`config.mk`:
```
export PLATFORM = sky130hd
export DESIGN_NAME = nn_tile_sequencer_flat
export DESIGN_NICKNAME = d
export VERILOG_FILES = /design/src/rtl/nn_pkg.sv /design/src/rtl/nn_tile_sequencer_if.sv /design/src/rtl/valid_skew_line.sv /design/src/rtl/nn_tile_sequencer.sv /design/src/flat_wrapper.sv
export SDC_FILE = /design/constraint.sdc
export NUM_CORES = 1
export LEC_CHECK = 0
export ABC_AREA = 1
export BUFFER_PORTS_ARGS = -buffer_cell sky130_fd_sc_hd__buf_2
export CAP_MARGIN = 15
export CORE_AREA = 5 5 125 127
export DETAILED_ROUTE_END_ITERATION = 8
export DIE_AREA = 0 0 130 132
export PLACE_DENSITY_LB_ADDON = 0.25
export SLEW_MARGIN = 20
export SYNTH_ARGS = -nofsm -noshare
export SYNTH_HDL_FRONTEND = slang
export SYNTH_HIERARCHICAL = 1
export SYNTH_SLANG_ARGS = --single-unit
```
`constraint.sdc`:
```
create_clock -name clk -period 2 [get_ports clk]
set_clock_uncertainty 0.15 [all_clocks]
set_input_delay 0.4 -clock clk [delete_from_list [all_inputs] [get_ports clk]]
set_output_delay 0.4 -clock clk [all_outputs]
set_load 0.01 [all_outputs]
```
`src/rtl/nn_pkg.sv`:
```
// Shared definitions for the NN tile sequencer slice.
//   - Default values of the sequencer parameters.
//   - FSM state encoding used by nn_tile_sequencer.
package nn_pkg;

    localparam int unsigned DEF_N_MACS    = 4;
    localparam int unsigned DEF_ACC_W     = 16;
    localparam int unsigned DEF_MEM_DEPTH = 256;
    localparam int unsigned DEF_MAX_K     = 64;
    localparam int unsigned DEF_MAX_TILES = 16;

    typedef enum logic [2:0] {
        IDLE   = 3'd0,
        CLR    = 3'd1,
        STREAM = 3'd2,
        DRAIN  = 3'd3,
        OUT    = 3'd4,
        FIN    = 3'd5
    } state_e;

endpackage

```
`src/rtl/nn_tile_sequencer_if.sv`:
```
// Result stream between the tile sequencer and its consumer.
//   res_data  : captured accumulators, column 0 in the LSBs
//   res_tile  : index of the tile the data belongs to
//   res_valid : data held stable until res_ready is seen
//   res_ready : consumer accepts the current result
// master = sequencer side, slave = consumer side.
interface nn_tile_sequencer_if
    import nn_pkg::*;
#(
    parameter int unsigned N_MACS = DEF_N_MACS,
    parameter int unsigned ACC_W  = DEF_ACC_W,
    parameter int unsigned TW     = $clog2(DEF_MAX_TILES + 1)
) ();

    logic [N_MACS*ACC_W-1:0] res_data;
    logic [TW-1:0]           res_tile;
    logic                    res_valid;
    logic                    res_ready;

    modport master (
        output res_data,
        output res_tile,
        output res_valid,
        input  res_ready
    );

    modport slave (
        input  res_data,
        input  res_tile,
        input  res_valid,
        output res_ready
    );

endinterface

```
`src/rtl/valid_skew_line.sv`:
```
// Systolic skew line for the MAC column valids.
//   clk, rst : clock, synchronous active-high reset
//   clr_i    : synchronous clear of every tap
//   valid_i  : enable to be skewed
//   taps_o   : taps_o[0] = valid_i delayed 1 cycle, taps_o[i] = taps_o[0] delayed i more
module valid_skew_line #(
    parameter int unsigned N_TAPS = 4
) (
    input  logic              clk,
    input  logic              rst,
    input  logic              clr_i,
    input  logic              valid_i,
    output logic [N_TAPS-1:0] taps_o
);

    logic [N_TAPS-1:0] taps_q;
    logic [N_TAPS-1:0] taps_d;

    // Shift left by one, new sample in tap 0; the cast drops the oldest tap
    // and keeps the expression legal for a single-tap line.
    always_comb begin
        taps_d = N_TAPS'({taps_q, valid_i});
    end

    always_ff @(posedge clk) begin
        if (rst || clr_i) begin
            taps_q <= '0;
        end else begin
            taps_q <= taps_d;
        end
    end

    assign taps_o = taps_q;

endmodule

```
`src/rtl/nn_tile_sequencer.sv`:
```
// Layer sequencer for a small MAC array: streams weight/input BRAM reads for
// each output tile, skews the column valids, waits for the array to drain and
// hands the accumulators out on a valid/ready result stream.
//   clk, rst                 : clock, synchronous active-high reset
//   start, abort             : launch a layer / cancel the current run
//   cfg_k, cfg_tiles         : reduction length and number of output tiles
//   cfg_w_base, cfg_in_base  : BRAM base addresses of weights and inputs
//   busy, done, cfg_err      : run active, completion pulse, config reject pulse
//   w_bram_addr/en           : weight BRAM read port (1-cycle latency)
//   in_bram_addr/en          : input BRAM read port (1-cycle latency)
//   mac_clear, mac_valid     : accumulator clear, skewed per-column valid
//   mac_acc_in               : accumulators from the array, column 0 in LSBs
//   res                      : result stream (master side)
module nn_tile_sequencer
    import nn_pkg::*;
#(
    parameter  int unsigned N_MACS    = DEF_N_MACS,
    parameter  int unsigned ACC_W     = DEF_ACC_W,
    parameter  int unsigned MEM_DEPTH = DEF_MEM_DEPTH,
    parameter  int unsigned MAX_K     = DEF_MAX_K,
    parameter  int unsigned MAX_TILES = DEF_MAX_TILES,
    localparam int unsigned ADDR_W    = $clog2(MEM_DEPTH),
    localparam int unsigned KW        = $clog2(MAX_K + 1),
    localparam int unsigned TW        = $clog2(MAX_TILES + 1)
) (
    input  logic                    clk,
    input  logic                    rst,
    input  logic                    start,
    input  logic                    abort,
    input  logic [KW-1:0]           cfg_k,
    input  logic [TW-1:0]           cfg_tiles,
    input  logic [ADDR_W-1:0]       cfg_w_base,
    input  logic [ADDR_W-1:0]       cfg_in_base,
    output logic                    busy,
    output logic                    done,
    output logic                    cfg_err,
    output logic [ADDR_W-1:0]       w_bram_addr,
    output logic                    w_bram_en,
    output logic [ADDR_W-1:0]       in_bram_addr,
    output logic                    in_bram_en,
    output logic [N_MACS-1:0]       mac_clear,
    output logic [N_MACS-1:0]       mac_valid,
    input  logic [N_MACS*ACC_W-1:0] mac_acc_in,
    nn_tile_sequencer_if.master     res
);

    // Drain counter runs 0..N_MACS.
    localparam int unsigned DW = $clog2(N_MACS + 1);

    state_e                  state_q, state_d;
    logic [KW-1:0]           k_q, k_d;
    logic [KW-1:0]           j_q, j_d;
    logic [TW-1:0]           tiles_q, tiles_d;
    logic [TW-1:0]           t_q, t_d;
    logic [TW-1:0]           t_inc;
    logic [DW-1:0]           d_q, d_d;
    logic [ADDR_W-1:0]       w_ptr_q, w_ptr_d;
    logic [ADDR_W-1:0]       in_ptr_q, in_ptr_d;
    logic [ADDR_W-1:0]       in_base_q, in_base_d;
    logic [N_MACS*ACC_W-1:0] res_data_q, res_data_d;
    logic [TW-1:0]           res_tile_q, res_tile_d;
    logic                    cfg_err_q, cfg_err_d;
    logic                    cfg_bad;
    logic                    streaming;

    assign cfg_bad = (cfg_k == '0) || (32'(cfg_k) > MAX_K) ||
                     (cfg_tiles == '0) || (32'(cfg_tiles) > MAX_TILES);

    assign t_inc = t_q + TW'(1);

    always_comb begin
        state_d    = state_q;
        k_d        = k_q;
        j_d        = j_q;
        tiles_d    = tiles_q;
        t_d        = t_q;
        d_d        = d_q;
        w_ptr_d    = w_ptr_q;
        in_ptr_d   = in_ptr_q;
        in_base_d  = in_base_q;
        res_data_d = res_data_q;
        res_tile_d = res_tile_q;
        cfg_err_d  = 1'b0;

        if (abort) begin
            // Abort wins over start and over a pending result transfer.
            state_d = IDLE;
            j_d     = '0;
            t_d     = '0;
            d_d     = '0;
        end else begin
            case (state_q)
                IDLE: begin
                    if (start) begin
                        k_d       = cfg_k;
                        tiles_d   = cfg_tiles;
                        w_ptr_d   = cfg_w_base;
                        in_base_d = cfg_in_base;
                        if (cfg_bad) begin
                            cfg_err_d = 1'b1;
                        end else begin
                            state_d = CLR;
                            t_d     = '0;
                        end
                    end
                end
                CLR: begin
                    state_d  = STREAM;
                    j_d      = '0;
                    in_ptr_d = in_base_q;
                end
                STREAM: begin
                    // The weight pointer is never rewound: after k reads it
                    // already sits at w_base + (t+1)*k, the next tile's start.
                    w_ptr_d  = w_ptr_q + ADDR_W'(1);
                    in_ptr_d = in_ptr_q + ADDR_W'(1);
                    j_d      = j_q + KW'(1);
                    if (j_q == k_q - KW'(1)) begin
                        state_d = DRAIN;
                        d_d     = '0;
                    end
                end
                DRAIN: begin
                    d_d = d_q + DW'(1);
                    if (d_q == DW'(N_MACS)) begin
                        state_d    = OUT;
                        res_data_d = mac_acc_in;
                        res_tile_d = t_q;
                    end
                end
                OUT: begin
                    if (res.res_ready) begin
                        t_d     = t_inc;
                        state_d = (t_inc < tiles_q) ? CLR : FIN;
                    end
                end
                FIN: begin
                    state_d = IDLE;
                end
                default: begin
                    state_d = IDLE;
                end
            endcase
        end
    end

    always_ff @(posedge clk) begin
        if (rst) begin
            state_q    <= IDLE;
            k_q        <= '0;
            j_q        <= '0;
            tiles_q    <= '0;
            t_q        <= '0;
            d_q        <= '0;
            w_ptr_q    <= '0;
            in_ptr_q   <= '0;
            in_base_q  <= '0;
            res_data_q <= '0;
            res_tile_q <= '0;
            cfg_err_q  <= 1'b0;
        end else begin
            state_q    <= state_d;
            k_q        <= k_d;
            j_q        <= j_d;
            tiles_q    <= tiles_d;
            t_q        <= t_d;
            d_q        <= d_d;
            w_ptr_q    <= w_ptr_d;
            in_ptr_q   <= in_ptr_d;
            in_base_q  <= in_base_d;
            res_data_q <= res_data_d;
            res_tile_q <= res_tile_d;
            cfg_err_q  <= cfg_err_d;
        end
    end

    valid_skew_line #(
        .N_TAPS (N_MACS)
    ) u_skew (
        .clk     (clk),
        .rst     (rst),
        .clr_i   (abort),
        .valid_i (streaming),
        .taps_o  (mac_valid)
    );

    assign streaming    = (state_q == STREAM);
    assign busy         = (state_q != IDLE);
    // Gated so an abort landing in FIN never shows a completion.
    assign done         = (state_q == FIN) && !abort;
    assign cfg_err      = cfg_err_q;
    assign w_bram_en    = streaming;
    assign in_bram_en   = streaming;
    assign w_bram_addr  = streaming ? w_ptr_q  : '0;
    assign in_bram_addr = streaming ? in_ptr_q : '0;
    assign mac_clear    = {N_MACS{state_q == CLR}};

    assign res.res_data  = res_data_q;
    assign res.res_tile  = res_tile_q;
    assign res.res_valid = (state_q == OUT);

endmodule

```
`src/flat_wrapper.sv`:
```
// flat-port wrapper written by rule: the top's interface ports become plain ports
module nn_tile_sequencer_flat import nn_pkg::*;
#(
    parameter  int unsigned N_MACS    = DEF_N_MACS,
    parameter  int unsigned ACC_W     = DEF_ACC_W,
    parameter  int unsigned MEM_DEPTH = DEF_MEM_DEPTH,
    parameter  int unsigned MAX_K     = DEF_MAX_K,
    parameter  int unsigned MAX_TILES = DEF_MAX_TILES,
    localparam int unsigned ADDR_W    = $clog2(MEM_DEPTH),
    localparam int unsigned KW        = $clog2(MAX_K + 1),
    localparam int unsigned TW        = $clog2(MAX_TILES + 1)
)
  (clk, rst, start, abort, cfg_k, cfg_tiles, cfg_w_base, cfg_in_base, busy, done, cfg_err, w_bram_addr, w_bram_en, in_bram_addr, in_bram_en, mac_clear, mac_valid, mac_acc_in, res_res_data, res_res_tile, res_res_valid, res_res_ready);
  nn_tile_sequencer_if #(.N_MACS(N_MACS), .ACC_W(ACC_W), .TW(($clog2((16) + 1)))) res_i ();
  input  logic clk;
  input  logic rst;
  input  logic start;
  input  logic abort;
  input  logic [KW-1:0] cfg_k;
  input  logic [TW-1:0] cfg_tiles;
  input  logic [ADDR_W-1:0] cfg_w_base;
  input  logic [ADDR_W-1:0] cfg_in_base;
  output logic busy;
  output logic done;
  output logic cfg_err;
  output logic [ADDR_W-1:0] w_bram_addr;
  output logic w_bram_en;
  output logic [ADDR_W-1:0] in_bram_addr;
  output logic in_bram_en;
  output logic [N_MACS-1:0] mac_clear;
  output logic [N_MACS-1:0] mac_valid;
  input  logic [N_MACS*ACC_W-1:0] mac_acc_in;
  output wire logic [$bits(res_i.res_data)-1:0] res_res_data;
  output wire logic [$bits(res_i.res_tile)-1:0] res_res_tile;
  output wire logic [$bits(res_i.res_valid)-1:0] res_res_valid;
  input wire logic [$bits(res_i.res_ready)-1:0] res_res_ready;
  assign res_res_data = res_i.res_data;
  assign res_res_tile = res_i.res_tile;
  assign res_res_valid = res_i.res_valid;
  assign res_i.res_ready = res_res_ready;
  nn_tile_sequencer #(.N_MACS(N_MACS), .ACC_W(ACC_W), .MEM_DEPTH(MEM_DEPTH), .MAX_K(MAX_K), .MAX_TILES(MAX_TILES)) u_core (.clk(clk), .rst(rst), .start(start), .abort(abort), .cfg_k(cfg_k), .cfg_tiles(cfg_tiles), .cfg_w_base(cfg_w_base), .cfg_in_base(cfg_in_base), .busy(busy), .done(done), .cfg_err(cfg_err), .w_bram_addr(w_bram_addr), .w_bram_en(w_bram_en), .in_bram_addr(in_bram_addr), .in_bram_en(in_bram_en), .mac_clear(mac_clear), .mac_valid(mac_valid), .mac_acc_in(mac_acc_in), .res(res_i));
endmodule
```
==> reports/results.tsv <==
metric	value	unit
clock power share	49.9	%
net switching power figure	0.00160	W
antenna diode count	0	
nets	1091	
clk buf depth	2	
Cell Int Power	0.00475	W
Hold Crit Depth	3	
Via density	4.85	
total wire length	16000	um
worst min-delay path class	in -> reg	
critical path startpoint	u_core/state_q[0]	
Place WS	47.7	ps
DP Wirelength	11100	um
WL/cell	13.5	um
CP Class	reg -> out	
DR WL met2	7280	um
FP Rows	44	
vias in the first global route	5320	
outcome	complete, but fails checks	
RSZ-0062 raised after global routing	yes	
Worst Path Required	1450	ps
Ys Warns	6	
antenna violations before repair	2	
largest family of logic cells by synthesized area	simple AND/OR/NAND/NOR gates	
fin crit share	100	%
Metal-1 WL	6900	um
IO Count	196	
Leakage	3.83	nW
Gate Count Post-Synth	773	
H-tree depth	4	
core area	0.0143	sq mm
post-synthesis mux area share	0	%
worst flop-to-flop path startpoint	u_core/t_q[1]	
Synth Area in Adders	2.47	%
top_reg_cell synth	dfxtp_1	
CTS Buf Count	17	
FFs w/ async S/R, synth	0	%
Initial Utilization	38.9	%
final hold vios	0	
PortBufs	195	
Worst path max stage delay	360	ps
Total Power	0.00635	W
global placer's final weighted congestion	0.807	
reg2reg path depth	12	
Global Route Usage Sum	18.4	%
pin count of the biggest net entering global routing	83	
failing checks	setup timing	
peak supply drop	0.555	mV
Root Driver	clkbuf_16	
share of cells above drive strength 1	31.3	%
Seq pwr share	41.7	%
Die Y	132	um
count of final setup violators	1	
Post-synth EDFFs	0	
Final Non-Filler Cells	1180	
CTS sink count	128	
CP startpoint kind	flip-flop	
Tmin final	2000	ps
Critical Path Fanout Max	6	
worst skew pair latency	420	ps
drt first pass iters	6	
flops & latches, synth	128	
CP arrival	1450	ps
synthesized net count	881	
Detailed Route Iter0 Violations	243	
number of max-cap violations	0	
Synth Area in Compound Gates	17.3	%
post-synthesis xor/xnor area fraction	1.41	%
CTS tree	done	
simple-gate portion of the synthesized area	24.3	%
Layout Area Growth over Synthesis	40.0	%
syn_area_per_cell	7.21	sq um
worst setup margin	-1.48	ps
Max Slew Vio Count	0	
Slew HR	67.4	%
origin of the worst min-delay path	mac_acc_in[51]	
synth unique cells	35	
metal3 WL	1610	um
final design utilization	54.5	%
cell mode on critical path	inv_4	
most frequent cells in the layout	nor2_1 (200), buf_2 (186), dfxtp_1 (122), o21ai_0 (116), nand2_1 (73)	
PwrDens	813	mW/mm^2
Overflow after GRT	0	
drc violations	0	
Die W	130	um
CP max-delay cell	dfxtp_4	
antenna-violating nets left	0	
first-pass GRT wire length	25600	um
Worst-Margin Slew	489	ps
Switching Fraction	25.2	%
Mapped Area	0.00557	sq mm
Logic pwr share	8.4	%
die footprint	0.0172	sq mm
Peak Freq	0.500	GHz
placed cells	1130	
Top Metal Used	met5	
via count	5722	
CP Cell Sequence	inv_4 > nand2_4 > inv_4 > nand2_8 > buf_12 > nor2_4 > buf_6	
Seq/Total Area, Yosys	46.0	%
Reg clk slew, reported paths	60	ps
commonest non-fill, non-tap cell in the layout	nor2_1	
Worst Setup End Kind	output port	
[final timing paths]
check / end / slack (ps)
min reg2reg: u_core/u_skew/taps_o[2] / 270
max reg2reg: u_core/state_q[2] / 70
max: in_bram_addr[4] / -1
min: u_core/res.res_data[51] / 50
[stage by stage]
| step | setup TNS [ps] | cell area (sq um) | hold WS (ps) |
|---|---|---|---|
| floorplan | 0 | 5570 | 285 |
| global placement | 0 | 6760 | 262 |
| detailed placement | 0 | 6760 | 265 |
| CTS | -59.9 | 7480 | 31.3 |
| global route | -1270 | 7800 | 28.3 |
| finish | -1.48 | 7800 | 45.1 |
[Yosys cell counts, types with 4 or more instances]
cell type,instances,area (sq um)
nand2_1,73,274
ha_1,11,138
buf_4,4,30.0
a221oi_1,4,35.0
a22oi_1,6,45.0
buf_2,7,35.0
inv_1,68,255
clkbuf_1,22,82.6
nand2_2,4,25.0
dfxtp_1,128,2560
nand4_1,4,25.0
o21ai_0,117,586
buf_6,4,45.0
xor2_1,5,43.8
xnor2_1,4,35.0
nor2_1,215,807
a31oi_1,6,37.5
a21oi_1,35,175
nand3_1,29,145
inv_2,5,18.8
[layout make-up]
type,count,area [sq um]
Clock inverter,14,169
Timing Repair Buffer,230,1400
Tap cell,184,230
Sequential cell,128,2570
Fill cell,1379,6510
Inverter,73,279
Multi-Input combinational cell,533,2710
Clock buffer,18,439
[routing by layer]
layer	GRT usage, %	vias to the layer above
li1	-	2930
met1	23.8	2567
met2	27.9	205
met3	8.59	16
met4	4.68	4
met5	0	-
[power groups by stage]
stage / Clock (W) / Combinational (W) / Sequential [W]
3_3_place_gp: 0 / 0.000466 / 0.00270
4_1_cts: 0.00324 / 0.000488 / 0.00264
3_5_place_dp: 0 / 0.000467 / 0.00270
2_1_floorplan: 0 / 0.000278 / 0.00269
6_report: 0.00317 / 0.000530 / 0.00265
5_1_grt: 0.00338 / 0.000598 / 0.00265
[state kept, by name, indices dropped and copies added (netlist names)]
name	count
u_core/u_skew/taps_o	4
u_core/res.res_tile	5
u_core/state_q	3
u_core/res.res_data	64
u_core/tiles_q	5
u_core/t_q	5
u_core/in_base_q	8
u_core/k_q	7
u_core/d_q	3
u_core/cfg_err	1
u_core/j_q	7
u_core/in_ptr_q	8
u_core/w_ptr_q	8
[kinds of logic (layout without fill, tap and decap cells)]
kind of cell               count (synthesis)  in the layout
buffers and inverters                    112            335
adders and majority gates                 11             11
DFF                                      128            128
and+or+nand+nor                          334            334
xor gates and xnor gates                   9              9
AOI/OAI and AO/OA                        179            179
[what timing repair did]
action	in CTS	in global routing
gates cloned	0	2
hold endpoints to repair	0	0
setup buffers	6	10
hold buffers	0	0
endpoints found under the setup margin	23	31
pin swaps	1	8
resized for setup	23	44
[worst max-delay path, delay by kind of cell (launching register included)]
kind                   cells  cell delay (ps)
buffers and inverters      4              410
DFF                        1              360
and+or+nand+nor            3              270
Power figures use the tool's default switching activity.
